## src/rtl/rm_report_collector.sv

```systemverilog
// rm_report_collector
// Samples the report vector of a runtime-monitor automaton. Each non-zero
// report is tagged with the index of the symbol that caused it. The tagged
// records are queued in a first-word-fall-through FIFO and leave through a
// valid/ready port. Sticky status flags and a saturating drop counter mean
// that a lost record is always visible.
//
// Ports:
//   clk_i, rst_ni       clock, asynchronous active-low reset
//   run_i               a symbol is presented this cycle
//   clear_i             synchronous flush of FIFO, counters and flags
//   report_i            automaton report states (one cycle behind the symbol)
//   rec_valid_o/ready_i record handshake
//   rec_report_o        report vector of the head record (0 when empty)
//   rec_index_o         symbol index of the head record (0 when empty)
//   count_o             FIFO occupancy
//   any_report_o        sticky: a report has been captured
//   overflow_o          sticky: a record has been dropped
//   drop_cnt_o          saturating count of dropped records
module rm_report_collector #(
    parameter int N_REPORTS = 4,
    parameter int IDX_W     = 32,
    parameter int DEPTH     = 8,
    parameter int DROP_W    = 8
) (
    input  logic                     clk_i,
    input  logic                     rst_ni,
    input  logic                     run_i,
    input  logic                     clear_i,
    input  logic [N_REPORTS-1:0]     report_i,
    output logic                     rec_valid_o,
    input  logic                     rec_ready_i,
    output logic [N_REPORTS-1:0]     rec_report_o,
    output logic [IDX_W-1:0]         rec_index_o,
    output logic [$clog2(DEPTH):0]   count_o,
    output logic                     any_report_o,
    output logic                     overflow_o,
    output logic [DROP_W-1:0]        drop_cnt_o
);

    localparam int PTR_W = $clog2(DEPTH);
    localparam int CNT_W = PTR_W + 1;

    logic [IDX_W-1:0]     sym_idx_q, sym_idx_d;
    logic                 run_q, run_d;
    logic [PTR_W-1:0]     wr_ptr_q, wr_ptr_d;
    logic [PTR_W-1:0]     rd_ptr_q, rd_ptr_d;
    logic [CNT_W-1:0]     count_q, count_d;
    logic                 any_q, any_d;
    logic                 ovf_q, ovf_d;
    logic [DROP_W-1:0]    drop_q, drop_d;
    logic [N_REPORTS-1:0] mem_rep_q [DEPTH];
    logic [IDX_W-1:0]     mem_idx_q [DEPTH];

    logic capture_s;
    logic pop_s;
    logic push_s;
    logic full_s;
    logic valid_s;

    assign valid_s   = (count_q != {CNT_W{1'b0}});
    assign full_s    = (count_q == CNT_W'(DEPTH));
    // Reports belong to the symbol of the previous cycle, so gate with run_q.
    assign capture_s = run_q && (|report_i);
    assign pop_s     = valid_s && rec_ready_i;
    // A full FIFO still accepts a capture when the head leaves in the same cycle.
    assign push_s    = capture_s && (!full_s || pop_s) && !clear_i;

    // Next-state logic for counters, pointers and status flags.
    always_comb begin
        sym_idx_d = sym_idx_q;
        run_d     = run_i;
        wr_ptr_d  = wr_ptr_q;
        rd_ptr_d  = rd_ptr_q;
        count_d   = count_q;
        any_d     = any_q;
        ovf_d     = ovf_q;
        drop_d    = drop_q;
        if (clear_i) begin
            sym_idx_d = {IDX_W{1'b0}};
            run_d     = 1'b0;
            wr_ptr_d  = {PTR_W{1'b0}};
            rd_ptr_d  = {PTR_W{1'b0}};
            count_d   = {CNT_W{1'b0}};
            any_d     = 1'b0;
            ovf_d     = 1'b0;
            drop_d    = {DROP_W{1'b0}};
        end else begin
            if (run_i) begin
                sym_idx_d = sym_idx_q + IDX_W'(1);
            end else begin
                sym_idx_d = sym_idx_q;
            end
            if (capture_s) begin
                any_d = 1'b1;
            end else begin
                any_d = any_q;
            end
            if (pop_s) begin
                rd_ptr_d = rd_ptr_q + PTR_W'(1);
            end else begin
                rd_ptr_d = rd_ptr_q;
            end
            if (push_s) begin
                wr_ptr_d = wr_ptr_q + PTR_W'(1);
            end else begin
                wr_ptr_d = wr_ptr_q;
            end
            case ({push_s, pop_s})
                2'b10:   count_d = count_q + CNT_W'(1);
                2'b01:   count_d = count_q - CNT_W'(1);
                default: count_d = count_q;
            endcase
            if (capture_s && !push_s) begin
                ovf_d = 1'b1;
                if (drop_q != {DROP_W{1'b1}}) begin
                    drop_d = drop_q + DROP_W'(1);
                end else begin
                    drop_d = drop_q;
                end
            end else begin
                ovf_d  = ovf_q;
                drop_d = drop_q;
            end
        end
    end

    // Control and status registers.
    always_ff @(posedge clk_i or negedge rst_ni) begin
        if (!rst_ni) begin
            sym_idx_q <= {IDX_W{1'b0}};
            run_q     <= 1'b0;
            wr_ptr_q  <= {PTR_W{1'b0}};
            rd_ptr_q  <= {PTR_W{1'b0}};
            count_q   <= {CNT_W{1'b0}};
            any_q     <= 1'b0;
            ovf_q     <= 1'b0;
            drop_q    <= {DROP_W{1'b0}};
        end else begin
            sym_idx_q <= sym_idx_d;
            run_q     <= run_d;
            wr_ptr_q  <= wr_ptr_d;
            rd_ptr_q  <= rd_ptr_d;
            count_q   <= count_d;
            any_q     <= any_d;
            ovf_q     <= ovf_d;
            drop_q    <= drop_d;
        end
    end

    // FIFO storage; the tag is the index of the previous symbol.
    always_ff @(posedge clk_i or negedge rst_ni) begin
        if (!rst_ni) begin
            for (int i = 0; i < DEPTH; i++) begin
                mem_rep_q[i] <= {N_REPORTS{1'b0}};
                mem_idx_q[i] <= {IDX_W{1'b0}};
            end
        end else if (push_s) begin
            mem_rep_q[wr_ptr_q] <= report_i;
            mem_idx_q[wr_ptr_q] <= sym_idx_q - IDX_W'(1);
        end else begin
            mem_rep_q[wr_ptr_q] <= mem_rep_q[wr_ptr_q];
            mem_idx_q[wr_ptr_q] <= mem_idx_q[wr_ptr_q];
        end
    end

    // Outputs come straight from registers; the head reads as zero when empty.
    assign rec_valid_o  = valid_s;
    assign rec_report_o = valid_s ? mem_rep_q[rd_ptr_q] : {N_REPORTS{1'b0}};
    assign rec_index_o  = valid_s ? mem_idx_q[rd_ptr_q] : {IDX_W{1'b0}};
    assign count_o      = count_q;
    assign any_report_o = any_q;
    assign overflow_o   = ovf_q;
    assign drop_cnt_o   = drop_q;

endmodule

```

## config.mk

```make
export PLATFORM = sky130hd
export DESIGN_NAME = rm_report_collector
export DESIGN_NICKNAME = d
export VERILOG_FILES = /design/src/rtl/rm_report_collector.sv
export SDC_FILE = /design/constraint.sdc
export NUM_CORES = 1
export LEC_CHECK = 0
export BUFFER_PORTS_ARGS = -buffer_cell sky130_fd_sc_hd__buf_2
export CAP_MARGIN = 5
export CORE_UTILIZATION = 55
export CTS_CLUSTER_DIAMETER = 30
export DETAILED_ROUTE_END_ITERATION = 8
export PLACE_DENSITY = 0.77
export SKIP_CTS_REPAIR_TIMING = 1
export SLEW_MARGIN = 25
export SYNTH_ARGS = -nofsm -noshare
export SYNTH_HDL_FRONTEND = slang
export SYNTH_SLANG_ARGS = --single-unit
```

## constraint.sdc

```tcl
create_clock -name clk_i -period 4.1 [get_ports clk_i]
set_input_delay 0.82 -clock clk_i [delete_from_list [all_inputs] [get_ports clk_i]]
set_output_delay 0.82 -clock clk_i [all_outputs]
set_load 0.02 [all_outputs]
```

==> results of run 1 <==
## power by group through the flow
stage | Clock, uW | Sequential, uW | Combinational (uW)
finish | 6600 | 4900 | 4370
CTS | 6650 | 4880 | 4380
global placement | 0 | 4840 | 4200
detailed placement | 0 | 4910 | 4310
global route | 6810 | 4990 | 4790
floorplan | 0 | 4600 | 3180
## layer usage
layer	GRT usage (%)	share of wire (%)	vias to the layer above
met5	0	0	-
li1	-	-	6687
met4	14.51	3.3	0
met2	50.94	49	765
met1	41.87	40	7560
met3	5.770	8.1	149
## final cells by class
class,instances,area share [%]
timing repair buffer,109,3.505
sequential,341,39.01
inverter,19,0.3254
antenna,1,0.01142
tap,442,2.523
clock buffer,88,9.345
clock inverter,51,3.357
multi-input combinational,1302,41.92
## registers in the layout, indices dropped and copies added (netlist names)
name	flops
mem_idx_q	256
mem_rep_q	32
rd_ptr_q	3
drop_cnt_o	8
wr_ptr_q	3
sym_idx_q	32
any_report_o	1
run_q	1
count_o	4
overflow_o	1
## synth_stat cells, types with 6 or more instances
master | number | share of area, %
dfrtp_1 | 341 | 47
nand2_1 | 333 | 6.8
o21ai_0 | 281 | 7.7
clkbuf_1 | 116 | 2.4
mux4_2 | 108 | 13
nor2_1 | 103 | 2.1
mux2i_1 | 70 | 3.8
a22oi_1 | 41 | 1.7
nand3_1 | 34 | 0.93
o21ai_1 | 33 | 0.90
a21oi_1 | 26 | 0.71
xnor2_1 | 26 | 1.2
buf_1 | 22 | 0.45
nand4_1 | 22 | 0.75
nor4_1 | 20 | 0.68
xor2_1 | 20 | 0.95
inv_1 | 18 | 0.37
or3_1 | 16 | 0.55
nor3_1 | 15 | 0.41
buf_2 | 13 | 0.35
nand2b_1 | 10 | 0.34
o31a_1 | 10 | 0.48
a31oi_1 | 9 | 0.31
and3b_1 | 7 | 0.33
ha_1 | 7 | 0.48
nand3b_1 | 7 | 0.29
o31ai_1 | 7 | 0.29
and3_1 | 6 | 0.20
o22ai_1 | 6 | 0.20
or4_1 | 6 | 0.25
## critical path: stages, from the launching register on
cell and delay, ns:
dfrtp_4 0.71, buf_4 0.35, mux4_2 0.53, mux2i_1 0.28, nor2_1 0.07, buf_2 0.16
## cells in the final DEF, fill, tap and decap left out, types with 9 or more instances in the layout
cell type,n
o21ai_1,33
clkbuf_16,77
nand3_1,30
xnor2_1,26
clkinvlp_4,12
dfrtp_1,335
o31a_1,10
a21oi_1,26
nor2_1,103
or3_1,14
clkinv_2,10
mux4_2,108
xor2_1,20
bufinv_16,15
nand2_1,331
o21ai_0,281
nor3_1,14
nor4_1,20
a31oi_1,9
nand4_1,22
mux2i_1,70
a22oi_1,41
inv_1,18
nand2b_1,10
buf_2,58
buf_4,43
## through the flow
stage                     hold WS (ns)  cell area (sq um)  utilization, %
after floorplan                 0.4591              18350               -
after global placement          0.4746              19130           58.51
after detailed placement        0.4865              19130           58.51
after CTS                       0.2895              21920           67.02
after global routing            0.3345              21920           67.02
final                           0.2816              21920           67.03
## kinds of logic (layout without fill, tap and decap cells)
logic type / Yosys count / after routing / share of synthesized area [%]
flops: 341 / 341 / 46.51
fa+ha+maj: 7 / 7 / 0.4774
other cells: 0 / 1 / 0
buf+inv: 173 / 267 / 3.751
mux: 180 / 180 / 17.20
simple gates: 603 / 603 / 14.74
compound gates: 466 / 466 / 15.12
xor+xnor: 46 / 46 / 2.196
## path summary, 6_finish.rpt
check	start	end	slack, ns
min reg2reg	mem_idx_q[123]	mem_idx_q[123]	0.49
max in group asynchronous	rst_ni	mem_idx_q[213]	2.87
max	rd_ptr_q[0]	rec_index_o[23]	0.58
min	rst_ni	run_q	0.28
max reg2reg	sym_idx_q[2]	mem_idx_q[47]	0.87
min in group clk_i	mem_idx_q[123]	mem_idx_q[123]	0.49
==> flow_metrics.py, run 1 <==
metrics = {
    "synthesis": {
        "synth_area_sq_um": 18350,
        "synth-seq-area-share_pct": 46.51,
        "synthFlopType": "dfrtp_1",
        "yosysUniqueCellTypes": 63,
        "synth-seq-cells": 341,
        "synth_edf_count": 0,
        "yosysWarnings": 0,
        "async_reset_ff_share_pct": 100.0,
        "synth.avg_cell_area_sq_um": 10.10,
        "synthesis.nets": 1832,
        "synth_cells": 1816,
    },
    "cts": {
        "cts.sinks": 341,
        "cts.clk_slew.worst_paths_ns": 0.05,
        "numCtsBuffers": 75,
        "cts_tree": "built",
        "h-tree-depth": 3,
        "cts_root_buf": "clkbuf_16",
        "cts_max_path_buffers": 3,
        "worst_skew_pair.late_latency_ns": 0.58,
    },
    "power": {
        "p_sw_uw": 5327,
        "p_int_uw": 10540,
        "power_frac_clock_pct": 41.6,
        "p_sw_share_pct": 33.58,
        "seq_power_share_pct": 30.9,
        "power_uw": 15860,
        "irDropWorstVdd_uv": 477.9,
        "static-leakage-power_uw": 0.009297,
        "p_comb_share_pct": 27.6,
        "cellPowerDensity_nw_per_um2": 723.8,
    },
    "sta": {
        "relSlewSlack_pct": 29.05,
        "fin_crit_ns": 3.519,
        "rsz0062_at_grt": "no",
        "clock_skew_ns": 0.02286,
        "finalCritPeriodShare_pct": 85.84,
        "worst-slew-pin-transition_ns": 1.059,
        "fmax_mhz": 284.1,
        "fin_ws_ns": 0.5806,
        "hold_viol_final": 0,
        "setup_viol": 0,
        "maxSlewViolCount": 0,
        "tns_ns": 0,
    },
    "placed_design": {
        "post-place-ws_ns": 0.8744,
        "hpwl_microns": 31150,
        "post-place-cells": 2213,
        "portBuffers": 59,
        "place.gp.congestion": 0.8588,
    },
    "run": {
        "cap_violations": 0,
    },
    "cells_and_area": {
        "drive_above_1_share_pct": 20.58,
        "multiInputGateArea_sq_um": 9189,
        "nets": 1864,
        "finalNonFillerCells": 2353,
        "syn_to_final_growth_pct": 19.48,
        "fill_cells": 2417,
        "regArea_sq_um": 8551,
    },
    "run_status": {
        "status": "finished clean",
    },
    "grt": {
        "grt_max_degree": 93,
        "grt_overflow": 0,
        "antenna_found_initial": 0,
        "grt_pass1_wl_microns": 83350,
        "first_global_vias": 15370,
        "track_usage_pct": 31.63,
    },
    "worst_setup_path": {
        "cp_max_fo": 19,
        "required_ns": 3.28,
        "critPathCaptureType": "primary output",
        "startpoint_type": "flip-flop",
        "r2r_cells": 5,
        "worstPathArrival_ns": 2.70,
        "crit_type": "reg2out",
    },
    "drt": {
        "drt-initial-drc-count": 1527,
        "dr.pass1.iters": 5,
        "drt_wl_total_microns": 52030,
        "viasPerCell": 6.443,
        "antenna_left": 0,
        "drt-wirelength-per-cell_microns": 22.11,
        "route.vias.total": 15160,
        "drc": 0,
    },
    "floorplanning": {
        "ios": 60,
        "die_area_sq_um": 34090,
        "start_util_pct": 56.10,
        "core.rowCount": 66,
        "dieWidth_microns": 184.6,
        "die_height_microns": 184.6,
        "core_sq_um": 32700,
    },
    "worst_hold_path": {
        "hold_class": "in2async",
    },
}
Note: power is estimated with default switching activity, not from simulation.
==> run 2, diff against run 1 <==
--- a/config.mk
+++ b/config.mk
@@ -5,12 +5,12 @@
 export SDC_FILE = /design/constraint.sdc
 export NUM_CORES = 1
 export LEC_CHECK = 0
-export BUFFER_PORTS_ARGS = -buffer_cell sky130_fd_sc_hd__buf_2
+export BUFFER_PORTS_ARGS = -buffer_cell sky130_fd_sc_hd__buf_4
 export CAP_MARGIN = 5
-export CORE_UTILIZATION = 55
+export CORE_UTILIZATION = 49
 export CTS_CLUSTER_DIAMETER = 30
 export DETAILED_ROUTE_END_ITERATION = 8
-export PLACE_DENSITY = 0.77
+export PLACE_DENSITY = 0.7
 export SKIP_CTS_REPAIR_TIMING = 1
 export SLEW_MARGIN = 25
 export SYNTH_ARGS = -nofsm -noshare
==> flow_metrics.py, run 2 (synthesis results as in run 1) <==
metrics = {
    "worst_setup_path": {
        "critPathTopFamily": "multiplexers",
        "crit_type": "reg2out",
        "r2r-end": "mem_idx_q[47]",
        "required_ns": 3.28,
        "startpoint_type": "flip-flop",
        "cp_max_fo": 30,
        "path_cells": "buf_12 > mux4_2 > mux2i_1 > nor2_1 > buf_4",
        "critPathCaptureType": "primary output",
        "rrSetupSlack_ns": 0.91,
        "cp.depth": 5,
        "worstPathArrival_ns": 2.82,
        "cp.buffers_inverters": 2,
        "crit_slowest_cell": "dfrtp_4",
        "r2r-start": "sym_idx_q[2]",
        "cp_slowest_stage_delay_ns": 0.76,
        "r2r_cells": 5,
    },
    "cts": {
        "cts_root_buf": "clkbuf_16",
        "cts_max_path_buffers": 3,
        "h-tree-depth": 3,
        "worst_skew_pair.late_latency_ns": 0.60,
        "numCtsBuffers": 79,
        "cts_tree": "built",
        "cts.sinks": 341,
        "cts.clk_slew.worst_paths_ns": 0.05,
    },
    "drt": {
        "viasPerCell": 6.275,
        "antenna_left": 0,
        "drc": 0,
        "drt_wl_total_microns": 52080,
        "dr.pass1.iters": 5,
        "route.vias.total": 14970,
        "drt-initial-drc-count": 1393,
        "drt-wirelength-per-cell_microns": 21.83,
    },
    "sta": {
        "hold_viol_final": 0,
        "clock_skew_ns": 0.02177,
        "worst-slew-pin-transition_ns": 0.9891,
        "tns_ns": 0,
        "rsz0062_at_grt": "no",
        "fin_crit_ns": 3.642,
        "maxSlewViolCount": 0,
        "relSlewSlack_pct": 33.50,
        "finalCritPeriodShare_pct": 88.83,
        "setup_viol": 0,
        "fmax_mhz": 274.6,
    },
    "grt": {
        "grt_max_degree": 96,
        "track_usage_pct": 28.36,
        "antenna_found_initial": 0,
        "first_global_vias": 15190,
        "grt_pass1_wl_microns": 84700,
        "grt_overflow": 0,
    },
    "power": {
        "p_sw_share_pct": 33.34,
        "p_sw_uw": 5345,
        "power_frac_clock_pct": 41.1,
        "p_comb_share_pct": 28.3,
        "static-leakage-power_uw": 0.009343,
        "p_int_uw": 10690,
        "seq_power_share_pct": 30.6,
        "irDropWorstVdd_uv": 450.5,
        "cellPowerDensity_nw_per_um2": 723.6,
    },
    "cells_and_area": {
        "largest_registers": "mem_idx_q x256, mem_rep_q x32, sym_idx_q x32",
        "finalNonFillerCells": 2386,
        "drive_above_1_share_pct": 20.49,
        "nets": 1869,
        "largest_reg_flops": 256,
        "final_common_cell": "dfrtp_1",
        "syn_to_final_growth_pct": 20.76,
        "regMostFlops": "mem_idx_q",
        "final_cell_mix": "335 x dfrtp_1, 331 x nand2_1, 281 x o21ai_0",
        "n_antenna_cell": 0,
    },
    "floorplanning": {
        "die_area_sq_um": 38220,
        "core_sq_um": 36700,
        "core.rowCount": 70,
        "dieWidth_microns": 195.5,
        "die_height_microns": 195.5,
        "ios": 60,
        "start_util_pct": 49.99,
    },
    "placed_design": {
        "portBuffers": 59,
        "place.gp.congestion": 0.8545,
        "post-place-cells": 2240,
        "hpwl_microns": 31250,
    },
    "worst_hold_path": {
        "hold_class": "in2async",
    },
    "run": {
        "cap_violations": 0,
    },
    "run_status": {
        "status": "finished clean",
    },
}
## run 2: cell count changes in the layout (fill, tap and decap cells not counted), moves of 2 or more
| cell | before | now |
|---|---|---|
| buf_2 | 58 | 0 |
| inv_16 | 2 | 0 |
| clkbuf_1 | 3 | 11 |
| clkbuf_16 | 77 | 82 |
| bufinv_16 | 15 | 12 |
| buf_4 | 43 | 99 |
| buf_12 | 7 | 10 |
| clkinvlp_4 | 12 | 9 |
| clkinv_2 | 10 | 12 |
## run 2: power groups by stage
stage,clock network (uW),logic (uW),registers (uW)
2_1_floorplan,0,3180,4600
3_3_place_gp,0,4430,4860
3_5_place_dp,0,4530,4920
4_1_cts,6640,4570,4890
5_1_grt,6830,4970,5010
6_report,6590,4530,4910
## run 2: cell type report
type	count	area [sq um]
timing repair buffer	110	958.4
fill	2908	14540
inverter	19	71.32
clock inverter	46	609.3
sequential	341	8551
tap	468	585.6
multi-input combinational	1302	9189
clock buffer	100	2190
## run 2: metal layers
layer	part of all wire, %	up-vias	track usage (%)	wire, microns
li1	-	6696	-	-
met2	48	641	44.81	24820
met3	7.8	124	6.010	4048
met5	0	-	0	0
met1	42	7511	38.61	21760
met4	2.8	0	10.67	1451
## run 2: worst max-delay path by stage
stage | startpoint | to | slack, ns
final | rd_ptr_q[0] | rec_index_o[12] | 0.46
after global routing | rd_ptr_q[0] | rec_index_o[12] | 0.32
after CTS | rd_ptr_q[0] | rec_index_o[12] | 0.42
after detailed placement | clear_i | mem_idx_q[47] | 0.93
after global placement | report_i[2] | mem_idx_q[44] | 0.96
after floorplan | rd_ptr_q[0] | rec_index_o[10] | 1.25
## run 2: per-stage QoR
step	hold WS, ns	area, sq um	util [%]	total power (uW)	setup WS [ns]
global route	0.3308	22150	60.37	16800	0.3196
CTS	0.3144	22150	60.37	16100	0.4212
finish	0.2658	22150	60.37	16030	0.4579
detailed placement	0.4834	19350	52.74	9446	0.9293
global placement	0.4752	19350	52.74	9296	0.9627
floorplan	0.4591	18350	-	7780	1.250
